**config.mk**
```make
export PLATFORM = sky130hd
export DESIGN_NAME = vdisk_sd_arbiter
export DESIGN_NICKNAME = d
export VERILOG_FILES = /design/src/rtl/vdisk_sd_arbiter.sv
export SDC_FILE = /design/constraint.sdc
export NUM_CORES = 1
export LEC_CHECK = 0
export CAP_MARGIN = 20
export CORE_MARGIN = 2
export CORE_UTILIZATION = 33
export DETAILED_ROUTE_END_ITERATION = 8
export PLACE_DENSITY = 0.76
export SETUP_SLACK_MARGIN = 0.3
export SLEW_MARGIN = 20
export SYNTH_ARGS = -nofsm -noshare
export SYNTH_HDL_FRONTEND = slang
export SYNTH_SLANG_ARGS = --single-unit
```
**constraint.sdc**
```tcl
create_clock -name clk_sys -period 1.57 [get_ports clk_sys]
set_input_delay 0.314 -clock clk_sys [delete_from_list [all_inputs] [get_ports clk_sys]]
set_output_delay 0.314 -clock clk_sys [all_outputs]
set_load 0.01 [all_outputs]
```
**src/rtl/vdisk_sd_arbiter.sv**
```systemverilog
// ============================================================================
// vdisk_sd_arbiter
//   Round-robin sharing of the HPS virtual-disk sector channel between the
//   two FDC drives. Optional watchdog: define VDISK_ARB_TIMEOUT_EN.
//   Revision: 1.0
// ============================================================================
`default_nettype none

module vdisk_sd_arbiter #(
  parameter int unsigned LBA_W          = 32,
  parameter int unsigned TIMEOUT_CYCLES = 42000000
) (
  input  logic             clk_sys,
  input  logic             reset,
  input  logic [1:0]       req_rd,
  input  logic [1:0]       req_wr,
  input  logic [LBA_W-1:0] req_lba0,
  input  logic [LBA_W-1:0] req_lba1,
  output logic [1:0]       done,
  output logic [1:0]       err,
  input  logic [1:0]       img_mounted,
  input  logic             img_size_nz,
  output logic [LBA_W-1:0] sd_lba,
  output logic [1:0]       sd_rd,
  output logic [1:0]       sd_wr,
  input  logic [1:0]       sd_ack,
  input  logic             sd_buff_wr,
  output logic [1:0]       buf_wr,
  input  logic [7:0]       drv_din0,
  input  logic [7:0]       drv_din1,
  output logic [7:0]       sd_buff_din,
  output logic [1:0]       grant
);

  typedef enum logic [2:0] {
    S_IDLE  = 3'd0,
    S_ISSUE = 3'd1,
    S_XFER  = 3'd2,
    S_DONE  = 3'd3,
    S_FAIL  = 3'd4
  } state_t;

  state_t           state_q, state_d;
  logic             drv_q, drv_d;
  logic             wr_q, wr_d;
  logic [LBA_W-1:0] lba_q, lba_d;
  logic [1:0]       mounted_q, mounted_d;
  logic             rr_last_q, rr_last_d;
  logic [1:0]       grant_q, grant_d;
  logic [1:0]       sd_rd_q, sd_rd_d;
  logic [1:0]       sd_wr_q, sd_wr_d;

  logic [1:0]       pending;
  logic             sel;
  logic             ack_cur;
  logic [1:0]       drv_oh;

`ifdef VDISK_ARB_TIMEOUT_EN
  localparam int unsigned CNT_W = (TIMEOUT_CYCLES > 1) ? $clog2(TIMEOUT_CYCLES) : 1;
  logic [CNT_W-1:0] cnt_q, cnt_d;
`else
  logic unused_timeout;
  assign unused_timeout = ^TIMEOUT_CYCLES;
`endif

  assign pending = req_rd | req_wr;
  // With both drives pending, the one that was not served last goes next.
  assign sel     = (pending == 2'b11) ? ~rr_last_q : pending[1];
  assign ack_cur = sd_ack[drv_q];
  assign drv_oh  = {drv_q, ~drv_q};

  always_comb begin
    state_d   = state_q;
    drv_d     = drv_q;
    wr_d      = wr_q;
    lba_d     = lba_q;
    mounted_d = mounted_q;
    rr_last_d = rr_last_q;
    grant_d   = grant_q;
    sd_rd_d   = sd_rd_q;
    sd_wr_d   = sd_wr_q;
`ifdef VDISK_ARB_TIMEOUT_EN
    cnt_d     = cnt_q;
`endif

    case (state_q)
      S_IDLE: begin
        if (pending != 2'b00) begin
          drv_d = sel;
          wr_d  = ~req_rd[sel];
          lba_d = sel ? req_lba1 : req_lba0;
          if (!mounted_q[sel]) begin
            state_d = S_FAIL;
          end else begin
            grant_d = sel ? 2'b10 : 2'b01;
            state_d = S_ISSUE;
`ifdef VDISK_ARB_TIMEOUT_EN
            cnt_d   = '0;
`endif
          end
        end
      end
      S_ISSUE: begin
        if (ack_cur) begin
          sd_rd_d = 2'b00;
          sd_wr_d = 2'b00;
          state_d = S_XFER;
        end else begin
          sd_rd_d = wr_q ? 2'b00 : drv_oh;
          sd_wr_d = wr_q ? drv_oh : 2'b00;
        end
      end
      S_XFER: begin
        if (!ack_cur) state_d = S_DONE;
      end
      S_DONE: begin
        rr_last_d = drv_q;
        grant_d   = 2'b00;
        state_d   = S_IDLE;
      end
      S_FAIL: begin
        rr_last_d = drv_q;
        grant_d   = 2'b00;
        state_d   = S_IDLE;
      end
      default: state_d = S_IDLE;
    endcase

`ifdef VDISK_ARB_TIMEOUT_EN
    if (state_q == S_ISSUE || state_q == S_XFER) begin
      cnt_d = cnt_q + 1'b1;
      if (cnt_q == CNT_W'(TIMEOUT_CYCLES - 1)) begin
        sd_rd_d          = 2'b00;
        sd_wr_d          = 2'b00;
        grant_d          = 2'b00;
        mounted_d[drv_q] = 1'b0;
        state_d          = S_FAIL;
      end
    end
`endif

    // A fresh mount report overrides any watchdog unmount in the same cycle.
    for (int d = 0; d < 2; d++) begin
      if (img_mounted[d]) mounted_d[d] = img_size_nz;
    end
  end

  always_ff @(posedge clk_sys or posedge reset) begin
    if (reset) begin
      state_q   <= S_IDLE;
      drv_q     <= 1'b0;
      wr_q      <= 1'b0;
      lba_q     <= '0;
      mounted_q <= 2'b00;
      rr_last_q <= 1'b1;
      grant_q   <= 2'b00;
      sd_rd_q   <= 2'b00;
      sd_wr_q   <= 2'b00;
`ifdef VDISK_ARB_TIMEOUT_EN
      cnt_q     <= '0;
`endif
    end else begin
      state_q   <= state_d;
      drv_q     <= drv_d;
      wr_q      <= wr_d;
      lba_q     <= lba_d;
      mounted_q <= mounted_d;
      rr_last_q <= rr_last_d;
      grant_q   <= grant_d;
      sd_rd_q   <= sd_rd_d;
      sd_wr_q   <= sd_wr_d;
`ifdef VDISK_ARB_TIMEOUT_EN
      cnt_q     <= cnt_d;
`endif
    end
  end

  assign done        = (state_q == S_DONE || state_q == S_FAIL) ? drv_oh : 2'b00;
  assign err         = (state_q == S_FAIL) ? drv_oh : 2'b00;
  assign buf_wr      = (state_q == S_XFER) ? ({2{sd_buff_wr}} & grant_q) : 2'b00;
  assign sd_buff_din = grant_q[1] ? drv_din1 : drv_din0;
  assign sd_lba      = lba_q;
  assign sd_rd       = sd_rd_q;
  assign sd_wr       = sd_wr_q;
  assign grant       = grant_q;

endmodule

`default_nettype wire

```
==> metrics.md, run 1 <==
| Metric | Value |
|---|---|
| Ys Warns | `0` |
| Status | `complete, but fails checks` |
| Period utilization | `113%` |
| Mean Syn Cell Area | `between 10 and 15 µm²` |
| Post-synth cell types | `34` |
| Final #Nets | `511` |
| Async SR Flop Fraction | `100%` |
| Reg2Reg Setup Slack | `-180 ps` |
| Register Area | `1150 µm²` |
| Sw power | `0.00346 W` |
| Placed Instances | `451` |
| Slew HR | `70.8%` |
| Non-Filler Instances | `500` |
| F_max | `between 0.5 and 0.6 GHz` |
| RR Endpoint | `sd_lba[17]` |
| Maxcap violations | `0` |
| H-tree Lvls | `2` |
| Worst R2R Path Depth | `7` |
| DR vias/cell | `4.86` |
| Top cells by count, synth | `dfrtp_1, nand2_1, mux2i_1` |
| Clock network fraction of total power | `under 10%` |
| Most frequent cell after synthesis | `dfrtp_1` |
| Violated checks | `negative setup slack` |
| Crit path DAT | `1450 ps` |
| Int Power | `roughly 0.0055 W` |
| Area of the multi-input gates | `1450 µm²` |
| Maximum vdd drop | `between 1000 and 1500 µV` |
| Dominant cells by area after synthesis | `dfrtp_1, mux2i_1, nand2_1` |
| Top cell type's share of synthesized area | `49.0%` |
| Critical path class | `reg -> out` |
| CTS Buf Count | `5` |
| Synth Flop Type | `dfrtp_1` |
| Initial antenna violation count | `0` |
| Vias | `between 2,000 and 2,500` |
| First-pass GRT wire length | `11,500 µm` |
| Comb power frac | `67.9%` |
| Die Wd | `87.5 µm` |
| Core area | `~6800 µm²` |
| Gr usage total | `19.3%` |
| Worst path cell trace | `or3b_4, buf_6, nor2_4, buf_6` |
| Min cycle time layout | `1770 ps` |
| Crit path max fanout | `2` |
| Clk slew on worst S/H paths | `around 90 ps` |
| Leak | `2.27 nW` |
| CP peak stage delay | `420 ps` |
| Routability cong. | `0.771` |
| Cell taking the most area after synthesis | `dfrtp_1` |
| I/O pin count | `144` |
| Largest net degree at the start of global routing | `25` |
| WP buf/inv | `2` |
| Slew @ Worst Pin | `435 ps` |
| Drt drc | `0` |
| Worst-skew pair later-pin latency | `300 ps` |
| Most used cell, CP | `buf_6` |
| Setup ws final | `-198 ps` |
| Sequential-to-total area share from yosys stat | `50.1%` |
| Initial Util | `34.0%` |
| Sw Share | `38.4%` |
| Max Clock Skew | `around 5.7 ps` |
| Number of diodes | `0` |
| Seq pwr share | `23.6%` |
| Crit-path slowest cell | `or3b_4` |
| Clock root buffer | `clkbuf_8` |
| Synth Instances | `222` |
| Vias in the first global route | `2,487` |
| Fillers | `476` |
| Total grt overflow | `0` |
| Power Density | `roughly 1800 nW/µm²` |
| Endpoints failing setup | `50` |
| Post-DRT Antenna Nets | `0` |
| Die height | `87.5 µm` |
| Full die area | `7650 µm²` |
| 1st-iter DRT viols | `24` |
| Endpoints failing hold | `0` |
| Synth Register Bits | `46` |
| Crit path capture type | `output pin` |
| CTS tree | `done` |
| Layout area overhead | `112%` |
| Top Family by Delay on Critical Path | `simple AND/OR/NAND/NOR gates` |
| First-pass iteration count of the detailed router | `6` |
| Port buffer count | `143` |
| Synthesized cell area | `around 2300 µm²` |
| Wirelength per Cell | `15.6 µm` |
| Type of the most critical hold path | `in -> async` |
| Worst endpoint required time | `1260 ps` |
| Layout cells sized above 1 | `47.4%` |
| CTS sink cnt | `46` |
| RSZ-0062 raised after global routing | `yes` |
| Element type at the critical path start | `flip-flop` |
| Util after Layout | `just over 70%` |
| Slew Limit Fails | `0` |
| Worst r2r src | `state_q[0]` |
| Std-Cell Rows | `30` |
| Post-Route WL | `approximately 8000 µm` |
| Syn nets | `314` |
| Number of synthesized flops with an enable pin | `0` |
| Hpwl dp | `4860 µm` |
| CTS Buffer Depth | `2` |
-- logic make-up (layout without fill, tap and decap cells) --
kind of cell | Yosys count | after routing | synth area share (%)
compound gates | 50 | 50 | 12.2
buf+inv | 18 | 215 | 4.68
flops | 46 | 46 | 50.1
mux | 44 | 44 | 19.8
simple gates | 64 | 65 | 13.2
-- flip-flops by register name, summed over array words and instances, names as in the netlist --
| register | flops |
|---|---|
| sd_lba | 32 |
| sd_wr | 2 |
| sd_rd | 2 |
| mounted_q | 2 |
| rr_last_q | 1 |
| state_q | 3 |
| grant | 2 |
| drv_q | 1 |
| wr_q | 1 |
-- layout make-up --
cell class,instances,area share [%]
timing repair buffer,204,42.3
sequential,46,23.7
clock inverter,2,0.257
tap,80,2.05
inverter,3,0.308
multi-input combinational,159,29.7
clock buffer,6,1.69
-- through the flow --
| step | cell area, µm² | total power [W] | hold WS [ps] | setup WS (ps) | TNS [ps] |
|---|---|---|---|---|---|
| after floorplan | 2340 | 0.00403 | 331 | -39.2 | -384 |
| after global placement | 3980 | 0.00575 | 461 | -368 | -15870 |
| after detailed placement | 3980 | 0.00587 | 471 | -409 | -16490 |
| after CTS | 4720 | 0.00836 | 413 | -171 | -5510 |
| after global routing | 4870 | 0.00952 | 420 | -241 | -9380 |
| final | 4870 | 0.00901 | 409 | -198 | -7210 |
-- how the worst max path moves through the flow --
stage	to	startpoint	depth (start not counted)
after global placement	sd_lba[4]	req_rd[0]	6
after detailed placement	sd_lba[27]	req_rd[0]	7
after floorplan	sd_lba[27]	state_q[2]	7
after CTS	sd_lba[1]	state_q[2]	7
final	err[0]	state_q[1]	4
after global routing	done[0]	state_q[1]	4
-- cells in the final DEF (no fill, tap or decap), types with 14 or more instances in the layout --
cell,n
clkdlybuf4s50_1,87
dfrtp_1,43
mux2i_1,31
buf_4,31
buf_6,26
clkbuf_2,24
o21ai_2,20
nand2_2,15
nand2_4,15
o21ai_1,14
-- layer usage --
layer	vias to the layer above	track usage, %	routed length [µm]
met1	1151	22.9	3080
li1	1171	-	-
met4	0	6.15	112
met5	-	0	0
met2	96	35.0	4190
met3	12	3.51	421
-- worst min-delay path: stages --
cell and delay (ps):
clkdlybuf4s50_1 440, clkinvlp_4 130, buf_12 180
-- power groups by stage --
stage	sequential [W]	clock, W	combinational [W]
floorplan	0.00227	0	0.00176
global placement	0.00209	0	0.00366
detailed placement	0.00211	0	0.00376
CTS	0.00209	0.000773	0.00549
global route	0.00219	0.000815	0.00652
finish	0.00213	0.000760	0.00612
-- repair_timing --
item,CTS,global route
setup endpoints to repair,94,87
pin swaps,34,16
hold buffers,0,0
resized for setup,243,72
buffers inserted,22,10
cloned,8,1
hold endpoints to repair,0,0
(Power assumes the default switching activity.)
==> run 2, diff against run 1 <==
- GPL_ROUTABILITY_DRIVEN: not set -> 0
- HOLD_SLACK_MARGIN: not set -> 0.06
- TNS_END_PERCENT: not set -> 50
==> run 2 against run 1 <==
  * The run still ends with negative setup slack left
  * Sequential share of layout area rose by 0.62 points
  * Count of clock-buffer cells in the layout up 1
  * First-iteration DRC count grew to 2.9 times the previous value
  * Final area decreased by 2.6%
  * Sequential cell count unchanged
  * Non-clock buffer count shrank 20
  * Core utilization fell by 1.9 points
  * Register-to-register slack is essentially flat
==> metrics.md, run 2 (same netlist as run 1, synthesis figures left out) <==
| Metric | Value |
|---|---|
| Leading cell types in the layout, fill and taps excluded | `clkdlybuf4s50_1, dfrtp_1, mux2i_1, buf_6` |
| RSZ-0062 raised after global routing | `yes` |
| Max Clock Skew | `6.70 ps (+1.03 ps)` |
| Number of diodes | `0 (unchanged)` |
| Crit path capture type | `output pin` |
| Worst Setup SP | `state_q[1]` |
| Endpoints failing setup | `51 (+2.0%)` |
| Seq pwr share | `25.1% (+1.5 points)` |
| Violated checks | `negative setup slack` |
| Slew HR | `80.2% (+9.4 points)` |
| Initial Util | `34.0% (unchanged)` |
| Min cycle time layout | `1760 ps (-8.73 ps)` |
| CTS tree | `done` |
| Drt drc | `0 (unchanged)` |
| Period utilization | `112% (-0.56 points)` |
| Vias | `2,359 (-2.9%)` |
| F_max | `0.569 GHz (+0.50%)` |
| Sw power | `0.00345 W (-0.41%)` |
| Crit path DAT | `1450 ps (about the same)` |
| Slew Limit Fails | `0 (unchanged)` |
| Type of the most critical hold path | `in -> async` |
| Slew @ Worst Pin | `288 ps (-146 ps)` |
| Gr usage total | `19.6% (+0.34 points)` |
| Layout cells sized above 1 | `41.8% (-5.6 points)` |
| Clk slew on worst S/H paths | `80 ps (about the same)` |
| Wirelength per Cell | `16.1 µm (+3.0%)` |
| Worst endpoint required time | `1260 ps (about the same)` |
| 1st-iter DRT viols | `70 (+190%)` |
| Worst slack at placement | `-410 ps (-1.42 ps)` |
| First-pass iteration count of the detailed router | `4 (-2)` |
| H-tree Lvls | `2 (unchanged)` |
| Post-DRT Antenna Nets | `0 (unchanged)` |
| Clock root buffer | `clkbuf_8` |
| Sw Share | `38.5% (+0.12 points)` |
| Largest net degree at the start of global routing | `47 (+88%)` |
| Clock network fraction of total power | `9.4% (+1.0 points)` |
| Util after Layout | `70.3% (-1.9 points)` |
| Worst-skew pair later-pin latency | `290 ps (about the same)` |
| Setup ws final | `-189 ps (+8.73 ps)` |
| Std-Cell Rows | `30 (unchanged)` |
| Maximum vdd drop | `998 µV (-4.7%)` |
| Total negative setup slack | `-5970 ps (+1240 ps)` |
| Overall power | `0.00894 W (-0.72%)` |
| DR vias/cell | `4.91 (+1.1%)` |
| Leak | `2.23 nW (-1.7%)` |
| Layout area overhead | `107%` |
| Critical path class | `reg -> out` |
| Vias in the first global route | `2,456 (-1.2%)` |
| Final #Nets | `491 (-3.9%)` |
| Endpoints failing hold | `0 (unchanged)` |
| Hold WS | `385 ps (-24.3 ps)` |
| Core area | `6760 µm² (unchanged)` |
| Comb power frac | `65.4% (-2.5 points)` |
| Port buffer count | `143 (unchanged)` |
| Maxcap violations | `0 (unchanged)` |
| Worst r2r src | `state_q[0]` |
| Post-Route WL | `7720 µm (-1.1%)` |
| Max reg flops | `32 (unchanged)` |
| Die height | `87.5 µm (unchanged)` |
| First-pass GRT wire length | `11,800 µm (+2.7%)` |
| Element type at the critical path start | `flip-flop` |
| CTS Buffer Depth | `2 (unchanged)` |
| CTS Buf Count | `5 (unchanged)` |
| Int Power | `0.00549 W (-0.92%)` |
| Full die area | `7650 µm² (unchanged)` |
| CTS sink cnt | `46 (unchanged)` |
| Hpwl dp | `4810 µm (-0.98%)` |
| Status | `complete, but fails checks` |
| Crit path max fanout | `2 (unchanged)` |
| Initial antenna violation count | `0 (unchanged)` |
| Total grt overflow | `0 (unchanged)` |
| Die Wd | `87.5 µm (unchanged)` |
| Power Density | `1880 nW/µm² (+1.9%)` |
| I/O pin count | `144 (unchanged)` |
| Most common cell after layout, fill and taps aside | `clkdlybuf4s50_1` |
==> run 2: cell types whose count changed in the layout (fill, tap and decap cells not counted), moves of 4 or more <==
| cell | before | now |
|---|---|---|
| buf_4 | 31 | 10 |
| clkbuf_2 | 24 | 12 |
| dlygate4sd2_1 | 4 | 21 |
| nand2_2 | 15 | 10 |
| nand2_4 | 15 | 23 |
| o21ai_1 | 14 | 10 |
==> run 2: cell type report <==
| cell class | count | area [µm²] |
|---|---|---|
| Timing Repair Buffer | 184 | 1940 |
| Fill cell | 538 | 2010 |
| Clock inverter | 1 | 30.0 |
| Clock buffer | 7 | 76.3 |
| Sequential cell | 46 | 1150 |
| Multi-Input combinational cell | 159 | 1440 |
| Inverter | 3 | 11.3 |
| Tap cell | 80 | 100 |
==> run 2: final timing paths <==
check | to | slack [ps] | depth (start not counted)
worst max-delay path | err[1] | -190 | 4
worst min-delay path | sd_lba[10] | 380 | 3
worst max register to register | grant[1] | -180 | 7
worst min register to register | sd_rd[1] | 490 | 2
max in group asynchronous | rr_last_q | 900 | 3
min in group clk_sys | sd_rd[1] | 490 | 2
==> run 2: routing by layer <==
layer,GRT usage [%],routed length [µm],vias up,share of wire [%]
met4,5.87,63,0,0.82
li1,-,-,1141,-
met1,22.8,2950,1128,38
met5,0,0,-,0
met3,3.22,429,7,5.6
met2,36.6,4270,83,55
==> run 2: stage by stage <==
step,instance area [µm²],instances
after floorplan,2320,222
after global placement,3940,450
after detailed placement,3940,450
after CTS,4600,480
after global routing,4750,480
final,4750,480
==> run 2: what timing repair did <==
| item | in CTS | in global routing |
|---|---|---|
| pin swaps | 35 | 22 |
| cloned | 10 | 0 |
| hold buffers | 0 | 0 |
| buffers inserted | 12 | 0 |
| setup endpoints to repair | 94 | 87 |
| resized for setup | 228 | 68 |
==> run 2: worst max-delay path, stage by stage (launching register included) <==
cell and delay [ps]:
dfrtp_1 390, or3b_4 420, buf_6 130, nor2_2 80, buf_2 130
==> run 2: power groups by stage <==
| stage | combinational, W | sequential [W] | clock, W |
|---|---|---|---|
| floorplan | 0.00172 | 0.00227 | 0 |
| global placement | 0.00363 | 0.00207 | 0 |
| detailed placement | 0.00373 | 0.00209 | 0 |
| CTS | 0.00538 | 0.00213 | 0.000881 |
| global route | 0.00625 | 0.00232 | 0.000925 |
| finish | 0.00585 | 0.00225 | 0.000844 |
==> run 3, diff against run 2 <==
- ABC_AREA: not set -> 1
- CORE_UTILIZATION: 33 -> 35
- PLACE_DENSITY: 0.76 -> 0.77
==> run 3 against run 2 <==
  * The run still ends with negative setup slack left
  * Register-to-register slack better by 150 ps
  * Worst hold slack better by 56 ps
  * Sequential cell count unchanged
  * Non-clock buffer count up 16
  * Die area up 5.7%
  * Maximum frequency up 8.0%
  * Largest cell class unchanged
  * Highest routed layer unchanged
==> metrics.md, run 3 <==
| Metric | Value |
|---|---|
| Status | `complete, but fails checks` |
| Violated checks | `negative setup slack` |
| 1st-iter DRT viols | `79 (+13%)` |
| Max reg flops | `32 (unchanged)` |
| Slew @ Worst Pin | `302 ps (+13.8 ps)` |
| Post-Route WL | `7780 µm (+0.83%)` |
| WP buf/inv | `2 (unchanged)` |
| Number of synthesized flops with an enable pin | `0 (unchanged)` |
| Sw power | `0.00364 W (+5.6%)` |
| I/O pin count | `144 (unchanged)` |
| Most frequent cell after synthesis | `nand2_1` |
| Core area | `7210 µm² (+6.8%)` |
| Power Density | `1900 nW/µm² (+1.2%)` |
| Element type at the critical path start | `flip-flop` |
| Initial antenna violation count | `0 (unchanged)` |
| Top cell type's share of synthesized area | `43.6% (-5.4 points)` |
| DR WL met3 | `559 µm (+30%)` |
| Full die area | `8080 µm² (+5.7%)` |
| First-pass GRT wire length | `12,800 µm (+8.2%)` |
| Std-Cell Rows | `31 (+3.3%)` |
| Min cycle time layout | `1630 ps (-131 ps)` |
| Crit-path slowest cell | `dfrtp_1` |
| Critical path class | `reg -> out` |
| Synth Instances | `300 (+35%)` |
| Final instance area | `4540 µm² (-4.3%)` |
| Seq pwr share | `24.8% (-0.3 points)` |
| Top Metal Used | `met4` |
| Slew Limit Fails | `0 (unchanged)` |
| Syn nets | `392 (+25%)` |
| Comb power frac | `67.3% (+1.9 points)` |
| DR vias/cell | `4.56 (-7.2%)` |
| Layout cells sized above 1 | `39.9% (-1.9 points)` |
| Hold WS | `441 ps (+55.9 ps)` |
| Post-DRT Antenna Nets | `0 (unchanged)` |
| Worst path cell trace | `nor2_2, nand2_2, buf_4, nor2_2, buf_2` |
| Maximum vdd drop | `778 µV (-22%)` |
| Synth Register Bits | `46 (unchanged)` |
| Leak | `2.11 nW (-5.7%)` |
| Sw Share | `42.1% (+3.5 points)` |
| H-tree Lvls | `2 (unchanged)` |
| Top cells by count, synth | `nand2_1, o21ai_2, dfrtp_1` |
| Wirelength per Cell | `13.1 µm (-18%)` |
| Crit path max fanout | `3 (+1)` |
| Initial Util | `35.8% (+1.8 points)` |
| Crit path capture type | `output pin` |
| Fillers | `628 (+17%)` |
| Clk slew on worst S/H paths | `80 ps (about the same)` |
| CTS sink cnt | `46 (unchanged)` |
| Ys Warns | `0 (unchanged)` |
| Dominant cells by area after synthesis | `dfrtp_1, o21ai_2, nand2_1` |
| Util after Layout | `63.0% (-7.3 points)` |
| Final #Nets | `586 (+19%)` |
| Leading cell types in the layout, fill and taps excluded | `clkdlybuf4s50_1, nand2_1, o21ai_2, dfrtp_1, buf_4` |
| Met1 Routed Length | `3030 µm (+2.7%)` |
| Port buffer count | `143 (unchanged)` |
| Endpoints failing setup | `35 (-31%)` |
| CP peak stage delay | `430 ps (about the same)` |
| Largest net degree at the start of global routing | `34 (-28%)` |
| Total grt overflow | `0 (unchanged)` |
| Sequential-to-total area share from yosys stat | `44.6% (-5.5 points)` |
| Hpwl dp | `5600 µm (+16%)` |
| Int Power | `0.00501 W (-8.8%)` |
| Number of diodes | `0 (unchanged)` |
| Die height | `89.9 µm (+2.8%)` |
| Slew HR | `79.9% (-0.37 points)` |
| Most common cell after layout, fill and taps aside | `clkdlybuf4s50_1` |
| Non-Filler Instances | `593 (+24%)` |
| Mean Syn Cell Area | `8.61 µm² (-17%)` |
| Clock root buffer | `clkbuf_8` |
| Async SR Flop Fraction | `100% (unchanged)` |
| Vias in the first global route | `2,801 (+14%)` |
| Vias | `2,704 (+15%)` |
| CTS tree | `done` |
| Die Wd | `89.9 µm (+2.8%)` |
| Gr usage total | `19.0% (-0.61 points)` |
| Top Family by Delay on Critical Path | `flip-flops` |
| Post-DP Area | `4250 µm² (+7.9%)` |
| Endpoints failing hold | `0 (unchanged)` |
| Synthesized cell area | `2580 µm² (+12%)` |
| Clock network fraction of total power | `7.9% (-1.5 points)` |
| Period utilization | `104% (-8.3 points)` |
| Met2 wire len | `4160 µm (-2.7%)` |
| Placed Instances | `560 (+24%)` |
| Drt drc | `0 (unchanged)` |
| CTS Buffer Depth | `2 (unchanged)` |
| F_max | `0.614 GHz (+8.0%)` |
| Cell taking the most area after synthesis | `dfrtp_1` |
| Register Area | `1150 µm² (-0.22%)` |
| Worst-skew pair later-pin latency | `290 ps (about the same)` |
| Area of the multi-input gates | `1290 µm² (-10%)` |
| Type of the most critical hold path | `in -> async` |
| Post-synth cell types | `25 (-26%)` |
| Max Clock Skew | `4.01 ps (-2.69 ps)` |
| Layout area overhead | `75.9%` |
| Setup ws final | `-58.3 ps (+131 ps)` |
| RSZ-0062 raised after global routing | `yes` |
| Most used cell, CP | `nor2_2` |
| Synth Flop Type | `dfrtp_1` |
| Crit path DAT | `1310 ps (-140 ps)` |
| Worst endpoint required time | `1260 ps (about the same)` |
| CTS Buf Count | `5 (unchanged)` |
| First-pass iteration count of the detailed router | `4 (unchanged)` |
| Maxcap violations | `0 (unchanged)` |
run 3: cell count changes in the layout (fill, tap and decap cells not counted), moves of 13 or more:
cell | previous run | this run
mux2i_1 | 31 | 0
buf_6 | 25 | 12
nor2_1 | 4 | 39
buf_4 | 10 | 44
dlygate4sd2_1 | 21 | 0
nand2_1 | 6 | 72
nand2_4 | 23 | 3
o21ai_2 | 23 | 56
run 3: power groups by stage:
stage	logic (W)	registers (W)	clock network (W)
after floorplan	0.00280	0.00233	0
after global placement	0.00512	0.00213	0
after detailed placement	0.00524	0.00216	0
after CTS	0.00531	0.00215	0.000720
after global routing	0.00638	0.00223	0.000764
final	0.00582	0.00215	0.000682
run 3: cell families after synthesis:
group / Yosys count / synth area share [%]
AOI/OAI and AO/OA: 73 / 23.4
buffers and inverters: 33 / 8.62
DFF: 46 / 44.6
muxes: 2 / 0.872
and+or+nand+nor: 146 / 22.5
run 3: layer usage:
layer  vias up  GRT usage, %
met1      1257          20.5
li1       1353             -
met5         -             0
met3         5          5.87
met4         0          3.46
met2        89          36.7
run 3: worst reg2reg max path, cell delays in order (launching register included):
cell and delay (ps):
dfrtp_1 400, inv_2 90, nand2_2 80, o21ai_4 160
inv_2 60, buf_4 130, buf_4 120, buf_4 120
buf_6 110, nand2_4 60, nand2_2 60, nand2_1 70
nand2_1 40
run 3: final cells by class:
| cell class | count | share of cell area (%) |
|---|---|---|
| clock buffer | 7 | 1.68 |
| inverter | 19 | 2.09 |
| multi-input combinational | 221 | 28.4 |
| sequential | 46 | 25.4 |
| tap | 99 | 2.73 |
| timing repair buffer | 200 | 39.6 |
| timing repair inverter | 1 | 0.193 |
run 3: metrics by stage:
stage                     power (W)  worst slack [ps]  setup TNS [ps]
after floorplan             0.00513               336               0
after global placement      0.00725              -259           -7330
after detailed placement    0.00740              -264           -8260
after CTS                   0.00818             -97.2            -298
after global routing        0.00938              -145           -3540
final                       0.00865             -58.3            -751
run 3: worst paths after layout:
| kind | from | cells after the start | to | slack [ps] |
|---|---|---|---|---|
| min reg2reg | sd_lba[30] | 2 | sd_lba[30] | 490 |
| max in group asynchronous | reset | 3 | rr_last_q | 840 |
| max | state_q[0] | 5 | err[1] | -60 |
| max reg2reg | state_q[2] | 12 | grant[0] | -30 |
| min | reset | 3 | state_q[0] | 440 |
| min in group clk_sys | sd_lba[30] | 2 | sd_lba[30] | 490 |
run 3: repair_timing:
item                       4_1_cts  5_1_grt
hold buffers                     0        0
setup buffers                   15        9
resized for setup              162       42
gates cloned                     0        2
pin swaps                        7        8
setup endpoints to repair       94       82
